$ cat src/rtl/regfile_param.sv
// regfile_param: parametrised register bank with a per-register busy scoreboard.
//   Two registered read ports with one-cycle latency, one write port, and an
//   optional same-cycle write-to-read bypass.
//
// Ports:
//   clk, rst            clock, asynchronous active-high reset
//   rd_en               read request for both ports
//   rd_addr1/rd_addr2   read addresses
//   rd_data1/rd_data2   registered read data (held when no read is accepted)
//   rd_valid            one-cycle pulse after an accepted read
//   wr_en/wr_addr/wr_data  write port; a write also clears the busy bit
//   rsv_en/rsv_addr     reserve a destination register (sets busy)
//   stall               combinational: the current read is refused
module regfile_param #(
  parameter int DATA_W   = 8,
  parameter int ADDR_W   = 3,
  parameter int ZERO_REG = 0,
  parameter int BYPASS   = 1
) (
  input  logic              clk,
  input  logic              rst,
  input  logic              rd_en,
  input  logic [ADDR_W-1:0] rd_addr1,
  input  logic [ADDR_W-1:0] rd_addr2,
  output logic [DATA_W-1:0] rd_data1,
  output logic [DATA_W-1:0] rd_data2,
  output logic              rd_valid,
  input  logic              wr_en,
  input  logic [ADDR_W-1:0] wr_addr,
  input  logic [DATA_W-1:0] wr_data,
  input  logic              rsv_en,
  input  logic [ADDR_W-1:0] rsv_addr,
  output logic              stall
);

  localparam int DEPTH = 1 << ADDR_W;

  logic [DATA_W-1:0] regs [DEPTH];
  logic [DEPTH-1:0]  busy;

  logic              wr_ok;
  logic              rsv_ok;
  logic              hit1;
  logic              hit2;
  logic              src_busy1;
  logic              src_busy2;
  logic              accept;
  logic [DATA_W-1:0] src1;
  logic [DATA_W-1:0] src2;

  // Writes and reserves aimed at a hardwired zero register are dropped here,
  // so register 0 is never written and never becomes busy.
  assign wr_ok  = wr_en  && !((ZERO_REG != 0) && (wr_addr  == '0));
  assign rsv_ok = rsv_en && !((ZERO_REG != 0) && (rsv_addr == '0));

  // A same-cycle write to a source register resolves its dependency.
  assign hit1 = (BYPASS != 0) && wr_en && (wr_addr == rd_addr1);
  assign hit2 = (BYPASS != 0) && wr_en && (wr_addr == rd_addr2);

  assign src_busy1 = busy[rd_addr1] && !hit1;
  assign src_busy2 = busy[rd_addr2] && !hit2;

  assign stall  = rd_en && (src_busy1 || src_busy2);
  assign accept = rd_en && !stall;

  always_comb begin
    src1 = regs[rd_addr1];
    if ((ZERO_REG != 0) && (rd_addr1 == '0)) src1 = '0;
    else if (hit1)                           src1 = wr_data;
  end

  always_comb begin
    src2 = regs[rd_addr2];
    if ((ZERO_REG != 0) && (rd_addr2 == '0)) src2 = '0;
    else if (hit2)                           src2 = wr_data;
  end

  always_ff @(posedge clk or posedge rst) begin
    if (rst) begin
      for (int i = 0; i < DEPTH; i++) regs[i] <= '0;
    end else if (wr_ok) begin
      regs[wr_addr] <= wr_data;
    end
  end

  // Reserve is applied after the write clear so it wins on the same address.
  always_ff @(posedge clk or posedge rst) begin
    if (rst) begin
      busy <= '0;
    end else begin
      if (wr_ok)  busy[wr_addr]  <= 1'b0;
      if (rsv_ok) busy[rsv_addr] <= 1'b1;
    end
  end

  always_ff @(posedge clk or posedge rst) begin
    if (rst) begin
      rd_data1 <= '0;
      rd_data2 <= '0;
      rd_valid <= 1'b0;
    end else begin
      rd_valid <= accept;
      if (accept) begin
        rd_data1 <= src1;
        rd_data2 <= src2;
      end
    end
  end

endmodule

$ cat config.mk
export PLATFORM = sky130hd
export DESIGN_NAME = regfile_param
export DESIGN_NICKNAME = d
export VERILOG_FILES = /design/src/rtl/regfile_param.sv
export SDC_FILE = /design/constraint.sdc
export NUM_CORES = 1
export LEC_CHECK = 0
export BUFFER_PORTS_ARGS = -buffer_cell sky130_fd_sc_hd__buf_2
export CAP_MARGIN = 20
export CORE_ASPECT_RATIO = 0.7
export CORE_MARGIN = 4
export CORE_UTILIZATION = 50
export DETAILED_ROUTE_END_ITERATION = 7
export PLACE_DENSITY_LB_ADDON = 0.2
export SKIP_LAST_GASP = 1
export SLEW_MARGIN = 30
export SYNTH_ARGS = -nofsm -noshare
export SYNTH_HDL_FRONTEND = slang
export SYNTH_SLANG_ARGS = --single-unit
$ cat constraint.sdc
create_clock -name clk -period 4.2 [get_ports clk]
set_clock_uncertainty 0.2 [all_clocks]
set_input_delay 0.42 -clock clk [delete_from_list [all_inputs] [get_ports clk]]
set_output_delay 0.42 -clock clk [all_outputs]
set_load 0.05 [all_outputs]
==> results of run 1 <==
## metrics by stage
| stage | hold WS [ns] | instance area, µm² | util (%) |
|---|---|---|---|
| after CTS | 0.120 | 5370 | 58.7 |
| final | 0.136 | 5370 | 58.7 |
| after global routing | 0.134 | 5370 | 58.7 |
| after global placement | 0.221 | 5000 | 54.6 |
| after detailed placement | 0.231 | 5010 | 54.8 |
| after floorplan | 0.261 | 4730 | - |
## layout by cell type, fill, tap and decap left out, types with 2 or more instances in the layout
cell / Yosys / layout
bufinv_16: 0 / 3
clkinv_2: 0 / 2
mux2_2: 66 / 66
nand4_1: 3 / 3
o21ai_0: 4 / 4
inv_1: 7 / 6
xnor2_1: 6 / 6
o22ai_1: 2 / 2
mux2i_1: 16 / 16
dfrtp_1: 89 / 89
nor3b_4: 0 / 2
clkbuf_16: 0 / 9
nand4b_1: 3 / 3
mux4_2: 33 / 33
mux4_1: 3 / 3
nand2b_1: 4 / 4
o32ai_1: 2 / 2
buf_2: 6 / 42
a32o_1: 16 / 16
nand2_1: 23 / 23
buf_4: 0 / 6
o21a_1: 16 / 16
## registers in the layout, summed over array words and instances (netlist names)
name and flops:
regs 64, rd_data1 8, rd_data2 8, rd_valid 1
busy 8
## critical path, stage by stage
cell     delay [ns]
buf_2          0.46
mux4_2         0.56
mux2_2         0.29
a22oi_2        0.20
nor2_1         0.08
buf_2          0.21
## worst paths after layout
| kind | from | end | depth (start not counted) | slack, ns |
|---|---|---|---|---|
| max | rd_addr1[1] | stall | 6 | 1.34 |
| min | rsv_addr[2] | busy[0]$_DFF_PP0_ | 2 | 0.14 |
| max reg2reg | busy[7]$_DFF_PP0_ | rd_data2[2]$_DFFE_PP0P_ | 4 | 1.80 |
| min reg2reg | rd_data1[3]$_DFFE_PP0P_ | rd_data1[3]$_DFFE_PP0P_ | 1 | 0.32 |
| max in group asynchronous | rst | rd_data2[2]$_DFFE_PP0P_ | 4 | 2.52 |
| min in group asynchronous | rst | regs[58]$_DFFE_PP0P_ | 3 | 0.41 |
## cell type report
type | count | area share (%)
Multi-Input combinational cell | 204 | 43.8
Sequential cell | 89 | 41.5
Timing Repair Buffer | 49 | 4.94
Clock buffer | 11 | 4.52
Tap cell | 124 | 2.89
Clock inverter | 5 | 1.91
Inverter | 7 | 0.513
## layer usage
| metal | track usage (%) | part of all wire (%) | up-vias |
|---|---|---|---|
| li1 | - | - | 1328 |
| met1 | 30.3 | 45 | 1614 |
| met2 | 37.2 | 48 | 103 |
| met3 | 6.15 | 6.9 | 8 |
| met4 | 5.37 | 0.69 | 0 |
| met5 | 0 | 0 | - |
## power by group through the flow
stage / Clock [µW] / Sequential, µW / Combinational (µW)
floorplan: 0 / 1480 / 513
global placement: 0 / 1260 / 941
detailed placement: 0 / 1270 / 969
CTS: 935 / 1260 / 971
global route: 974 / 1290 / 1030
finish: 923 / 1260 / 962
## cell families (layout without fill, tap and decap cells)
group | after synthesis | after routing | synth area share [%]
buffers and inverters | 36 | 72 | 3.73
xor gates and xnor gates | 6 | 6 | 1.11
and+or+nand+nor | 38 | 38 | 4.23
DFF | 89 | 89 | 47.0
muxes | 118 | 118 | 36.4
AOI/OAI and AO/OA | 42 | 42 | 7.45
==> out/results.md, run 1 <==
• 0 — GR Overflow Total
• 0 — count of unresolved DRC violations after routing
• 2.24 ns — arrival time of data at the critical path endpoint
• 29 — number of placement rows
• 43 — Boundary Pins
• 0 — count of nets left with antenna violations after detail routing
• 0.801 — last weighted congestion value of the routability-driven placer
• dfrtp_1 — cell taking the most area after synthesis
• 0 — max-slew violation count
• 19 — highest net fanout along the worst path
• 4730 µm² — post-synthesis instance area
• primary output — Worst setup EP type
• 68.0% — post-route fraction of the period consumed by the critical path
• 30.6% — combinational share of power
• 7560 µm — post-detailed-placement half-perimeter wirelength
• 0 — max-capacitance violation count
• 4 — first-pass detailed-route iteration total
• clkbuf_16 — Root Buffer
• 18700 µm — first-pass GRT wire length
• dfrtp_1 47%, mux2_2 16%, mux4_2 16% — cell types occupying the most area after synthesis
• 489 — post-layout instance count excluding filler cells
• 6.24 — routed via count divided by cell count
• dfrtp_1 — top-count cell post-synth
• 23.7 µm — average detailed-routed wire length per instance
• 124 µm — horizontal die dimension
• 0.333 mV — VDD IR-drop max
• 45.8% — share of post-route cells with drive strength above 1
• 22.5% — Total GRT Usage
• 3150 µW — PnR Total Power
• false — setup repair after global routing missed its margin
• 350 MHz — FMAX
• 1 — number of buffers inserted by hold repair at cts
• 33.2% — sw frac
• 100% — fraction of synthesis flops using an asynchronous set or reset pin
• 2100 µW — internal power consumption
• finished clean — result of the run
• 0 — number of flops mapped to enable cells by yosys
• 0 ns — final setup TNS
• 40.1% — sequential power share
• primary input — kind of start point of the critical path
• 89 x dfrtp_1, 66 x mux2_2, 33 x mux4_2 — Commonest cells post-synth
• 2 — number of buffers between clock root and the deepest sink
• 0 — post-CTS setup buffer count
• 0 — Antenna diodes
• 3248 — vias in the first global route
• 11600 µm — Routed WL
• 1050 µW — power spent charging and discharging nets
• 27 — synth unique cells
• 0 — count of endpoints failing hold in the final timing report
• dfrtp_1 — Most used DFF post-synth
• 14.4 µm² — Mean Syn Cell Area
• primary input to primary output — Worst Setup Path Type
• 0.07 ns — Reg clk slew, reported paths
• 0.34 ns — insertion delay of the later-clocked pin in the worst-skew pair
• 0 — initial antenna violation count
• 3053 — via count
• 586 nW/µm² — areal power density over the cells
• 2.86 ns — clock period minus worst slack
• 89.4 µm — DIE HEIGHT
• 9 — Inserted Clock Buffers
• 0.941 ns — transition time at the pin with the least slew margin
• 47.0% — sequential cell area fraction in the yosys report
• 1.34 ns — post-route worst setup slack
• 2230 µm² — area taken by flip-flops and latches
• primary input to register — Min-Delay Path Class
• 42 — I/O Buffers
• 320 — initial detailed-routing violation count
• 2350 µm² — Multi-input gate area
• built — TritonCTS clock tree
• 385 — total number of nets in the final design
• 3 — H-tree depth
• 742 — number of fillers in the final layout
• 3.58 ns — worst endpoint required time
• 42 — maximum number of pins on one net before global-route repair
• 0 — number of gates given a new drive strength after cts
• 47.0% — share of the synthesized area in the top cell type
• 37.0% — worst max-slew margin expressed relative to the limit
• 13.4% — Area growth syn-to-layout
• 329 — Cells after Synth
• 9140 µm² — placeable core region
• 1.22 ns — worst slack, placed
• 89 — Synth Register Bits
• 0 — Warnings, synthesis
• 354 — post-synthesis net count
• 89 — clk sinks
• 11100 µm² — area of the die
• 29.3% — clock network power share
• 0 — Final setup viols
• 0.00233 µW — standby leakage power
• 472 — placed cell count
• 51.8% — initial cell density of the core
Note: power is estimated with default switching activity, not from simulation.
==> inputs of run 2 (changes only) <==
==> constraint.sdc (replaced) <==
create_clock -name clk -period 2.67 [get_ports clk]
set_clock_uncertainty 0.2 [all_clocks]
set_input_delay 0.267 -clock clk [delete_from_list [all_inputs] [get_ports clk]]
set_output_delay 0.267 -clock clk [all_outputs]
set_load 0.05 [all_outputs]
==> run 2 against run 1 <==
Compared with the run above:
- wire length grew 1.6%
- combinational power increased by 60%
- hold slack got worse by 0.048 ns
- critical path depth is 1 lower
- critical endpoint unchanged
- largest cell class unchanged
==> out/results.md, run 2 (same netlist as run 1, synthesis figures left out) <==
• finished clean — result of the run
• 29 — number of placement rows
• 3 — count of cells along the worst hold path
• 0 — count of endpoints failing hold in the final timing report
• 0.06 ns — Reg clk slew, reported paths
• 0.795 — last weighted congestion value of the routability-driven placer
• 2330 µm² — Multi-input gate area
• 11800 µm — Routed WL
• 5160 µm² — placement-stage cell area
• 49.9% — worst max-slew margin expressed relative to the limit
• 737 — number of fillers in the final layout
• 5480 µm² — post-route cell area
• 4 — Worst R2R Path Depth
• 0 ns — final setup TNS
• 5390 µm — Metal-1 WL
• 246 — initial detailed-routing violation count
• 47.4% — share of post-route cells with drive strength above 1
• 2230 µm² — area taken by flip-flops and latches
• 3 — H-tree depth
• 92.2% — post-route fraction of the period consumed by the critical path
• 23.1 µm — average detailed-routed wire length per instance
• 723 µm — detailed-routed wire length on met3
• 2 — number of buffers between clock root and the deepest sink
• 11100 µm² — area of the die
• 124 µm — horizontal die dimension
• 4 — first-pass detailed-route iteration total
• 0.464 mV — VDD IR-drop max
• 0 — max-slew violation count
• 856 nW/µm² — areal power density over the cells
• 22.8% — Total GRT Usage
• 42 — I/O Buffers
• 43 — Boundary Pins
• 0 — GR Overflow Total
• dfrtp_1 — most common cell after layout, fill and taps aside
• built — TritonCTS clock tree
• 406 MHz — FMAX
• primary input to register — Min-Delay Path Class
• 3309 — vias in the first global route
• 0.33 ns — insertion delay of the later-clocked pin in the worst-skew pair
• 9140 µm² — placeable core region
• 89 — clk sinks
• 2.46 ns — clock period minus worst slack
• 89.4 µm — DIE HEIGHT
• 9 — Inserted Clock Buffers
• 6.14 — routed via count divided by cell count
• 51.8% — initial cell density of the core
• 0 — initial antenna violation count
• 406 — total number of nets in the final design
• 3 — highest net fanout along the worst path
• 0 — max-capacitance violation count
• 0 — Antenna diodes
• primary output — Worst setup EP type
• 8010 µm — post-detailed-placement half-perimeter wirelength
• 0 — count of nets left with antenna violations after detail routing
• 15.6% — Area growth syn-to-layout
• 0 — count of unresolved DRC violations after routing
• 4680 µW — PnR Total Power
• 64 — number of flip-flops in the largest register
• 50 — maximum number of pins on one net before global-route repair
• 18900 µm — first-pass GRT wire length
• false — setup repair after global routing missed its margin
• 5460 µm — routed wire length on met2
• 1.99 ns — arrival time of data at the critical path endpoint
• clkbuf_16 — Root Buffer
• met4 — highest signal layer in the routed design
• register to primary output — Worst Setup Path Type
• 2.20 ns — worst endpoint required time
• 0 — Final setup viols
• 0.751 ns — transition time at the pin with the least slew margin
• 89 x dfrtp_1, 66 x mux2_2, 42 x buf_2, 33 x mux4_2, 23 x nand2_1 — highest-count cells in the layout ignoring fill and taps
• regs — largest register by flop count
• register — kind of start point of the critical path
• 0.00239 µW — standby leakage power
• 3129 — via count
run 2: changes by cell type in the layout (fill, tap and decap cells not counted), sizes merged:
cell / change
clkinvlp: +1
bufinv: -3
clkbuf: +3
clkinv: -1
dlygate4sd3: +3
buf: +18
run 2: cell type report:
| class | count | share of cell area [%] |
|---|---|---|
| Multi-Input combinational cell | 204 | 42.6 |
| Sequential cell | 89 | 40.7 |
| Timing Repair Buffer | 70 | 8.32 |
| Clock buffer | 14 | 4.82 |
| Tap cell | 124 | 2.83 |
| Inverter | 7 | 0.548 |
| Clock inverter | 2 | 0.229 |
run 2: through the flow:
step | cells | utilization [%] | setup WS [ns] | hold slack, ns
after global routing | 510 | 59.9 | 0.130 | 0.101
after CTS | 510 | 59.9 | 0.196 | 0.0669
final | 510 | 59.9 | 0.209 | 0.0878
after floorplan | 329 | - | 0.175 | 0.177
after global placement | 490 | 56.4 | 0.235 | 0.109
after detailed placement | 490 | 56.4 | 0.142 | 0.115
run 2: timing repair:
action,4_1_cts,5_1_grt
endpoints found under the hold margin,21,0
gates resized for setup,0,0
hold buffers,4,0
setup buffers,0,0
run 2: critical path: stages (launching register included):
cell	delay (ns)
dfrtp_1	0.41
mux4_2	0.45
mux2_2	0.29
a22oi_2	0.20
nor2_1	0.09
buf_2	0.22
run 2: layer usage:
metal / track usage, % / vias to the layer above
met5: 0 / -
met4: 6.57 / 0
met3: 5.37 / 16
met2: 36.9 / 91
met1: 31.5 / 1648
li1: - / 1374
run 2: path summary, 6_finish.rpt:
path,start,to,slack [ns]
max,busy[1]$_DFF_PP0_,stall,0.21
min,rsv_addr[1],busy[6]$_DFF_PP0_,0.09
max reg2reg,busy[1]$_DFF_PP0_,rd_data1[6]$_DFFE_PP0P_,0.23
min reg2reg,rd_data2[7]$_DFFE_PP0P_,rd_data2[7]$_DFFE_PP0P_,0.28
max in group asynchronous,rst,regs[26]$_DFFE_PP0P_,1.33
min in group asynchronous,rst,regs[37]$_DFFE_PP0P_,0.31
run 2: where the power goes:
part / switching (µW) / internal, µW / total [µW] / leakage [µW]
logic: 864 / 677 / 1540 / 0.00118
registers: 253 / 1710 / 1960 / 0.00108
clock network: 500 / 682 / 1180 / 0.000133
total: 1620 / 3070 / 4680 / 0.00239
